--- config.mk ---
export PLATFORM = sky130hd
export DESIGN_NAME = alu_seq
export DESIGN_NICKNAME = d
export VERILOG_FILES = /design/src/rtl/alu_seq.sv
export SDC_FILE = /design/constraint.sdc
export NUM_CORES = 1
export LEC_CHECK = 0
export CORE_MARGIN = 2
export CORE_UTILIZATION = 60
export DETAILED_ROUTE_END_ITERATION = 12
export PLACE_DENSITY = 0.87
export SLEW_MARGIN = 10
export SYNTH_ARGS = -nofsm -noshare
export SYNTH_HDL_FRONTEND = slang
export SYNTH_SLANG_ARGS = --single-unit
export TNS_END_PERCENT = 1
--- constraint.sdc ---
create_clock -name clk -period 6.1 [get_ports clk]
set_clock_uncertainty 0.2 [all_clocks]
set_input_delay 1.22 -clock clk [delete_from_list [all_inputs] [get_ports clk]]
set_output_delay 1.22 -clock clk [all_outputs]
set_load 0.02 [all_outputs]
--- src/rtl/alu_seq.sv ---
// alu_seq: sequential ALU with a valid/ready request port and a valid/ready
// result port. Most operations take one cycle in CALC. MUL (shift-add) and
// DIV (restoring) with a non-zero divisor iterate one bit per cycle.
// Carry-in for ADC/SBB/RCL/RCR comes from the internal carry register cf_q.
module alu_seq #(
    parameter int WIDTH = 16
) (
    input  logic             clk,
    input  logic             rst,
    input  logic             in_valid,
    output logic             in_ready,
    input  logic [WIDTH-1:0] A,
    input  logic [WIDTH-1:0] B,
    input  logic [4:0]       F,
    output logic             out_valid,
    input  logic             out_ready,
    output logic [WIDTH-1:0] Result,
    output logic [WIDTH-1:0] Hi,
    output logic [5:0]       Status,
    output logic [1:0]       dbg_state_o
);

    // Handshake: a request transfers on a rising edge where in_valid && in_ready;
    // a result transfers on a rising edge where out_valid && out_ready. A producer
    // holds its valid and data stable until the transfer; in_ready may depend
    // combinationally on out_ready so a retiring result frees the block at once.

    localparam int CW = $clog2(WIDTH + 1);
    localparam logic [CW-1:0] ITERS = CW'(WIDTH);
    localparam logic [CW-1:0] CNT_ONE = CW'(1);
    localparam logic [WIDTH-1:0] ONE_W = WIDTH'(1);

    localparam logic [4:0] OP_INC = 5'b00001;
    localparam logic [4:0] OP_DEC = 5'b00011;
    localparam logic [4:0] OP_ADD = 5'b00100;
    localparam logic [4:0] OP_ADC = 5'b00101;
    localparam logic [4:0] OP_SUB = 5'b00110;
    localparam logic [4:0] OP_SBB = 5'b00111;
    localparam logic [4:0] OP_AND = 5'b01000;
    localparam logic [4:0] OP_OR  = 5'b01001;
    localparam logic [4:0] OP_XOR = 5'b01010;
    localparam logic [4:0] OP_NOT = 5'b01011;
    localparam logic [4:0] OP_MUL = 5'b01100;
    localparam logic [4:0] OP_DIV = 5'b01101;
    localparam logic [4:0] OP_SHL = 5'b10000;
    localparam logic [4:0] OP_SHR = 5'b10001;
    localparam logic [4:0] OP_SAL = 5'b10010;
    localparam logic [4:0] OP_SAR = 5'b10011;
    localparam logic [4:0] OP_ROL = 5'b10100;
    localparam logic [4:0] OP_ROR = 5'b10101;
    localparam logic [4:0] OP_RCL = 5'b10110;
    localparam logic [4:0] OP_RCR = 5'b10111;

    typedef enum logic [1:0] {
        IDLE = 2'd0,
        CALC = 2'd1,
        DONE = 2'd2
    } state_t;

    state_t           state_q, state_d;
    logic [WIDTH-1:0] a_q, a_d;
    logic [WIDTH-1:0] b_q, b_d;
    logic [4:0]       f_q, f_d;
    logic [CW-1:0]    cnt_q, cnt_d;
    logic [WIDTH-1:0] wrk_hi_q, wrk_hi_d;
    logic [WIDTH-1:0] wrk_lo_q, wrk_lo_d;
    logic [WIDTH-1:0] res_q, res_d;
    logic [WIDTH-1:0] hi_q, hi_d;
    logic [5:0]       st_q, st_d;
    logic             cf_q, cf_d;

    logic             accept;
    logic             is_multi;
    logic [WIDTH-1:0] op_b;
    logic             cin;
    logic [WIDTH:0]   sum_w;
    logic [WIDTH:0]   dif_w;
    logic [WIDTH:0]   mul_sum;
    logic [WIDTH:0]   div_shift;
    logic             div_fits;

    logic [WIDTH-1:0] alu_res, alu_hi;
    logic             alu_c, alu_v, alu_ac;
    logic [WIDTH-1:0] sel_res, sel_hi;
    logic             sel_c, sel_v, sel_ac;
    logic [5:0]       sel_st;

    assign in_ready    = (state_q == IDLE) || ((state_q == DONE) && out_ready);
    assign accept      = in_valid && in_ready;
    assign out_valid   = (state_q == DONE);
    assign Result      = res_q;
    assign Hi          = hi_q;
    assign Status      = st_q;
    assign dbg_state_o = state_q;

    // MUL/DIV with a zero second operand finish in one cycle like every other op.
    assign is_multi = ((f_q == OP_MUL) || (f_q == OP_DIV)) && (b_q != '0);

    // INC/DEC reuse the add/sub datapath with an implicit operand of one.
    assign op_b  = ((f_q == OP_INC) || (f_q == OP_DEC)) ? ONE_W : b_q;
    assign cin   = ((f_q == OP_ADC) || (f_q == OP_SBB)) ? cf_q : 1'b0;
    assign sum_w = {1'b0, a_q} + {1'b0, op_b} + {{WIDTH{1'b0}}, cin};
    assign dif_w = {1'b0, a_q} - {1'b0, op_b} - {{WIDTH{1'b0}}, cin};

    // One shift-add step: conditionally add the multiplicand, then shift the
    // {hi, lo} pair right so the multiplier drains out of lo as the product fills in.
    assign mul_sum = {1'b0, wrk_hi_q} + (wrk_lo_q[0] ? {1'b0, a_q} : {(WIDTH+1){1'b0}});

    // One restoring-divide step: shift the next dividend bit into the remainder
    // and subtract the divisor when it fits. The remainder is always below the
    // divisor, so the W-bit difference is exact.
    assign div_shift = {wrk_hi_q, wrk_lo_q[WIDTH-1]};
    assign div_fits  = (div_shift >= {1'b0, b_q});

    // Single-cycle result and raw flags from the captured operands.
    always_comb begin
        alu_res = '0;
        alu_hi  = '0;
        alu_c   = 1'b0;
        alu_v   = 1'b0;
        alu_ac  = 1'b0;
        case (f_q)
            OP_INC, OP_ADD, OP_ADC: begin
                alu_res = sum_w[WIDTH-1:0];
                alu_c   = sum_w[WIDTH];
                alu_v   = (a_q[WIDTH-1] == op_b[WIDTH-1]) && (sum_w[WIDTH-1] != a_q[WIDTH-1]);
                alu_ac  = a_q[4] ^ op_b[4] ^ sum_w[4];
            end
            OP_DEC, OP_SUB, OP_SBB: begin
                alu_res = dif_w[WIDTH-1:0];
                alu_c   = dif_w[WIDTH];
                alu_v   = (a_q[WIDTH-1] != op_b[WIDTH-1]) && (dif_w[WIDTH-1] != a_q[WIDTH-1]);
                alu_ac  = (a_q[3:0] < op_b[3:0]);
            end
            OP_AND: alu_res = a_q & b_q;
            OP_OR:  alu_res = a_q | b_q;
            OP_XOR: alu_res = a_q ^ b_q;
            OP_NOT: alu_res = ~a_q;
            OP_MUL: alu_res = '0;
            OP_DIV: begin
                alu_res = '1;
                alu_hi  = a_q;
                alu_v   = 1'b1;
            end
            OP_SHL, OP_SAL: begin
                alu_res = {a_q[WIDTH-2:0], 1'b0};
                alu_c   = a_q[WIDTH-1];
            end
            OP_SHR: begin
                alu_res = {1'b0, a_q[WIDTH-1:1]};
                alu_c   = a_q[0];
            end
            OP_SAR: begin
                alu_res = {a_q[WIDTH-1], a_q[WIDTH-1:1]};
                alu_c   = a_q[0];
            end
            OP_ROL: begin
                alu_res = {a_q[WIDTH-2:0], a_q[WIDTH-1]};
                alu_c   = a_q[WIDTH-1];
            end
            OP_ROR: begin
                alu_res = {a_q[0], a_q[WIDTH-1:1]};
                alu_c   = a_q[0];
            end
            OP_RCL: begin
                alu_res = {a_q[WIDTH-2:0], cf_q};
                alu_c   = a_q[WIDTH-1];
            end
            OP_RCR: begin
                alu_res = {cf_q, a_q[WIDTH-1:1]};
                alu_c   = a_q[0];
            end
            default: alu_res = '0;
        endcase
    end

    // Pick the iterative or single-cycle result and build the status word.
    always_comb begin
        sel_res = alu_res;
        sel_hi  = alu_hi;
        sel_c   = alu_c;
        sel_v   = alu_v;
        sel_ac  = alu_ac;
        if (is_multi) begin
            sel_res = wrk_lo_q;
            sel_hi  = wrk_hi_q;
            sel_c   = (f_q == OP_MUL) && (wrk_hi_q != '0);
            sel_v   = (f_q == OP_MUL) && (wrk_hi_q != '0);
            sel_ac  = 1'b0;
        end
        sel_st = {sel_c, (sel_res == '0), sel_res[WIDTH-1], sel_v, ~^sel_res, sel_ac};
    end

    // Next-state, operand capture, iteration and result load.
    always_comb begin
        state_d  = state_q;
        a_d      = a_q;
        b_d      = b_q;
        f_d      = f_q;
        cnt_d    = cnt_q;
        wrk_hi_d = wrk_hi_q;
        wrk_lo_d = wrk_lo_q;
        res_d    = res_q;
        hi_d     = hi_q;
        st_d     = st_q;
        cf_d     = cf_q;
        case (state_q)
            IDLE: state_d = IDLE;
            CALC: begin
                if (is_multi && (cnt_q != ITERS)) begin
                    cnt_d = cnt_q + CNT_ONE;
                    if (f_q == OP_MUL) begin
                        wrk_hi_d = mul_sum[WIDTH:1];
                        wrk_lo_d = {mul_sum[0], wrk_lo_q[WIDTH-1:1]};
                    end else begin
                        wrk_hi_d = div_fits ? (div_shift[WIDTH-1:0] - b_q) : div_shift[WIDTH-1:0];
                        wrk_lo_d = {wrk_lo_q[WIDTH-2:0], div_fits};
                    end
                end else begin
                    res_d   = sel_res;
                    hi_d    = sel_hi;
                    st_d    = sel_st;
                    cf_d    = sel_st[5];
                    state_d = DONE;
                end
            end
            DONE: begin
                if (out_ready) begin
                    state_d = IDLE;
                end
            end
            default: state_d = IDLE;
        endcase
        // A new request may arrive in IDLE or in the same cycle DONE retires.
        if (accept) begin
            state_d  = CALC;
            a_d      = A;
            b_d      = B;
            f_d      = F;
            cnt_d    = '0;
            wrk_hi_d = '0;
            wrk_lo_d = (F == OP_MUL) ? B : A;
        end
    end

    // State and datapath registers with synchronous reset.
    always_ff @(posedge clk) begin
        if (rst) begin
            state_q  <= IDLE;
            a_q      <= '0;
            b_q      <= '0;
            f_q      <= '0;
            cnt_q    <= '0;
            wrk_hi_q <= '0;
            wrk_lo_q <= '0;
            res_q    <= '0;
            hi_q     <= '0;
            st_q     <= '0;
            cf_q     <= 1'b0;
        end else begin
            state_q  <= state_d;
            a_q      <= a_d;
            b_q      <= b_d;
            f_q      <= f_d;
            cnt_q    <= cnt_d;
            wrk_hi_q <= wrk_hi_d;
            wrk_lo_q <= wrk_lo_d;
            res_q    <= res_d;
            hi_q     <= hi_d;
            st_q     <= st_d;
            cf_q     <= cf_d;
        end
    end

endmodule
==> flow_metrics.tcl <==
set metrics [dict create \
    status "complete, no violations" \
    rows 48 \
    ioPinCount 83 \
    fin_area_sq_um 11980 \
    whs_ns 0.2921 \
    drive_above_1_share_pct 6.838 \
    antenna_cells 0 \
    reg2reg_from "f_q[4]" \
    port_buffers 82 \
    synth_seq_area_share_pct 21.74 \
    setup_viol 0 \
    critical_path_class "register to register" \
    synthesis.instances 1351 \
    place_ws_ns 1.159 \
    avgSynthCellArea_sq_um 7.704 \
    dpl_cell_area_sq_um 11340 \
    tightest_slew_ns 1.250 \
    postRouteAntennaNets 0 \
    crit_required_ns 6.17 \
    synth_warnings 0 \
    initial_utilization_pct 60.80 \
    dieArea_sq_um 18420 \
    fmax_ghz 0.1933 \
    fin_crit_sh_pct 84.79 \
    path_max_fanout 12 \
    setup_tns_ns 0 \
    finalHoldViolCount 0 \
    fin_nets 1561 \
    cts_max_level 4 \
    grtUsageTotal_pct 39.93 \
    crit_arrival_ns 5.24 \
    antenna_found_initial 0 \
    drt_iter0_drc 1055 \
    cts.sinks 113 \
    maxSlewHeadroom_pct 16.27 \
    clk_latency_ns 0.43 \
    ys_seq_elements 113 \
    crit_start "f_q[4]" \
    routed_via_density 6.604 \
    core-area_sq_um 17120 \
    cts-root-buf "clkbuf_16" \
    area_growth_pct 15.12 \
    utilization_pct 70.00 \
    setup_slack_ns 0.9276 \
    drcViolationCount 0 \
    routed_wl_microns 36600 \
    hp-class "register to register" \
    via_count 10760 \
    cts_hold_buf 0 \
    worstSetupEndpointType "register" \
    clk_pin_slew_worst_paths_ns 0.06 \
    multi_input_area_sq_um 7500 \
    grt_pass1_vias 10010 \
    yosysUniqueCellTypes 86 \
    leakage_uw 0.004808 \
    gp_congestion 1.078 \
    grt_pass1_wl_microns 56260 \
    grt-ovfl-total 0 \
    rsz0062_at_grt "no" \
    power.density_nw_per_um2 233.8 \
    grt_max_degree 93 \
    async_flop_share_pct 0 \
    postCtsResizedCells 0 \
    period_needed_ns 5.172 \
    fp.dieH_microns 135.7 \
    drt_first_pass_iters 5 \
    syn_nets 1521 \
    startpoint_type "register" \
    layout.filler_cells 1453 \
    synth_ff_type "dfxtp_1" \
    avgRoutedWirePerCell_microns 22.46 \
    cts_made_buffers 17 \
    post-dp-hpwl_microns 27380 \
    ctsLongestPathBuffers 2 \
    cts_setup_buffers 0 \
    ff_latch_area_sq_um 2262 \
    cap_violations 0 \
    synth-edff-count 0 \
    cts_tree "yes" \
    die_w_microns 135.7 \
    netlist_area_sq_um 10410 \
    slew_viol_final 0 \
    min_from "cnt_q[1]" \
    ir_drop_uv 217.2 \
]
worst paths after layout:
check / endpoint / slack (ns) / depth (start not counted)
max: Status[1] / 0.93 / 22
min: cnt_q[1] / 0.29 / 2
max reg2reg: Status[1] / 0.93 / 22
min reg2reg: cnt_q[1] / 0.29 / 2
synth_stat cells (all sizes together), types with 7 or more instances:
cell type,instances,area share [%]
o21bai,7,0.50
buf,34,1.7
a2111oi,9,1.1
a211o,10,0.84
and3,7,0.42
a211oi,85,6.2
a21o,11,0.79
nand2b,15,0.90
nand2,161,5.8
a22oi,28,2.1
mux2i,26,2.5
o21ai,49,2.4
xor2,14,1.2
o22ai,10,0.60
nor2,98,3.5
xnor2,43,3.6
nor2b,14,0.84
nand4,11,0.66
nand3,22,1.1
nor4,14,0.84
inv,84,3.0
a21oi,134,6.6
o221ai,9,0.82
a31oi,10,0.60
clkbuf,49,1.8
ha,123,15
mux2,7,0.79
o21a,12,0.87
and2,23,1.4
dfxtp,113,22
nor3,25,1.3
metal layers:
| metal | global-route usage [%] | vias to the layer above | wire, microns | part of all wire (%) |
|---|---|---|---|---|
| li1 | - | 5012 | - | - |
| met1 | 49.00 | 5028 | 14340 | 39 |
| met2 | 64.34 | 594 | 16780 | 46 |
| met3 | 8.305 | 124 | 3300 | 9.0 |
| met4 | 23.96 | 0 | 2177 | 5.9 |
| met5 | 0 | - | 0 | 0 |
flip-flops by register name, summed over array words and instances (netlist names):
| register | flops |
|---|---|
| a_q | 16 |
| dbg_state_o | 2 |
| Result | 15 |
| cnt_q | 5 |
| wrk_hi_q | 16 |
| wrk_lo_q | 16 |
| Hi | 16 |
| f_q | 5 |
| Status | 6 |
| b_q | 16 |
cell families (layout without fill, tap and decap cells):
logic type / after synthesis / in the layout / share of synthesized area (%)
XOR/XNOR: 57 / 57 / 4.797
buffers and inverters: 167 / 220 / 6.516
multiplexers: 33 / 33 / 3.294
AND/OR/NAND/NOR: 412 / 412 / 18.45
AO/OA/AOI/OAI: 440 / 440 / 29.26
flip-flops: 113 / 113 / 21.74
adder cells (fa/ha/maj): 129 / 129 / 15.94
layout by cell type, fill, tap and decap left out, drive strengths merged, types with 22 or more instances in the layout:
master	instances
a211oi	85
a21oi	134
a22oi	28
and2	23
buf	23
clkdlybuf4s50	81
dfxtp	113
ha	123
inv	87
mux2i	26
nand2	161
nand3	22
nor2	98
nor3	25
o21ai	49
xnor2	43
critical path: stages (launching register included):
cell	delay, ns
dfxtp_1	0.44
nor2_1	0.26
nand3b_1	0.22
nand2_1	0.19
inv_1	0.07
fa_1	0.55
inv_1	0.06
ha_1	0.19
o211a_1	0.25
a2111oi_0	0.46
buf_4	0.21
nor3_1	0.06
o21ai_1	0.22
xnor2_1	0.09
a21oi_1	0.16
a2bb2oi_1	0.27
and2_1	0.20
ha_1	0.24
xnor2_1	0.14
xnor2_1	0.23
xnor2_1	0.10
mux2i_1	0.15
nor2_1	0.05
where the power goes:
group / total, uW / leakage (uW) / internal (uW) / switching, uW
logic: 842 / 0.00357 / 346 / 496
clock network: 1110 / 0.000311 / 701 / 406
registers: 852 / 0.000925 / 782 / 70.5
layout make-up:
cell class                      instances  share of cell area, %
Inverter                               84                  2.632
Timing Repair Buffer                  104                  8.187
Clock inverter                         14                  1.692
Tap cell                              225                  2.350
Clock buffer                           18                  3.665
Sequential cell                       113                  18.88
Multi-Input combinational cell       1071                  62.59
per-stage QoR:
stage          std cells  power [uW]
3_3_place_gp        1597        1673
6_report            1629        2801
3_5_place_dp        1597        1678
5_1_grt             1629        2909
4_1_cts             1629        2787
2_1_floorplan       1351        1419
Power figures use the tool's default switching activity.
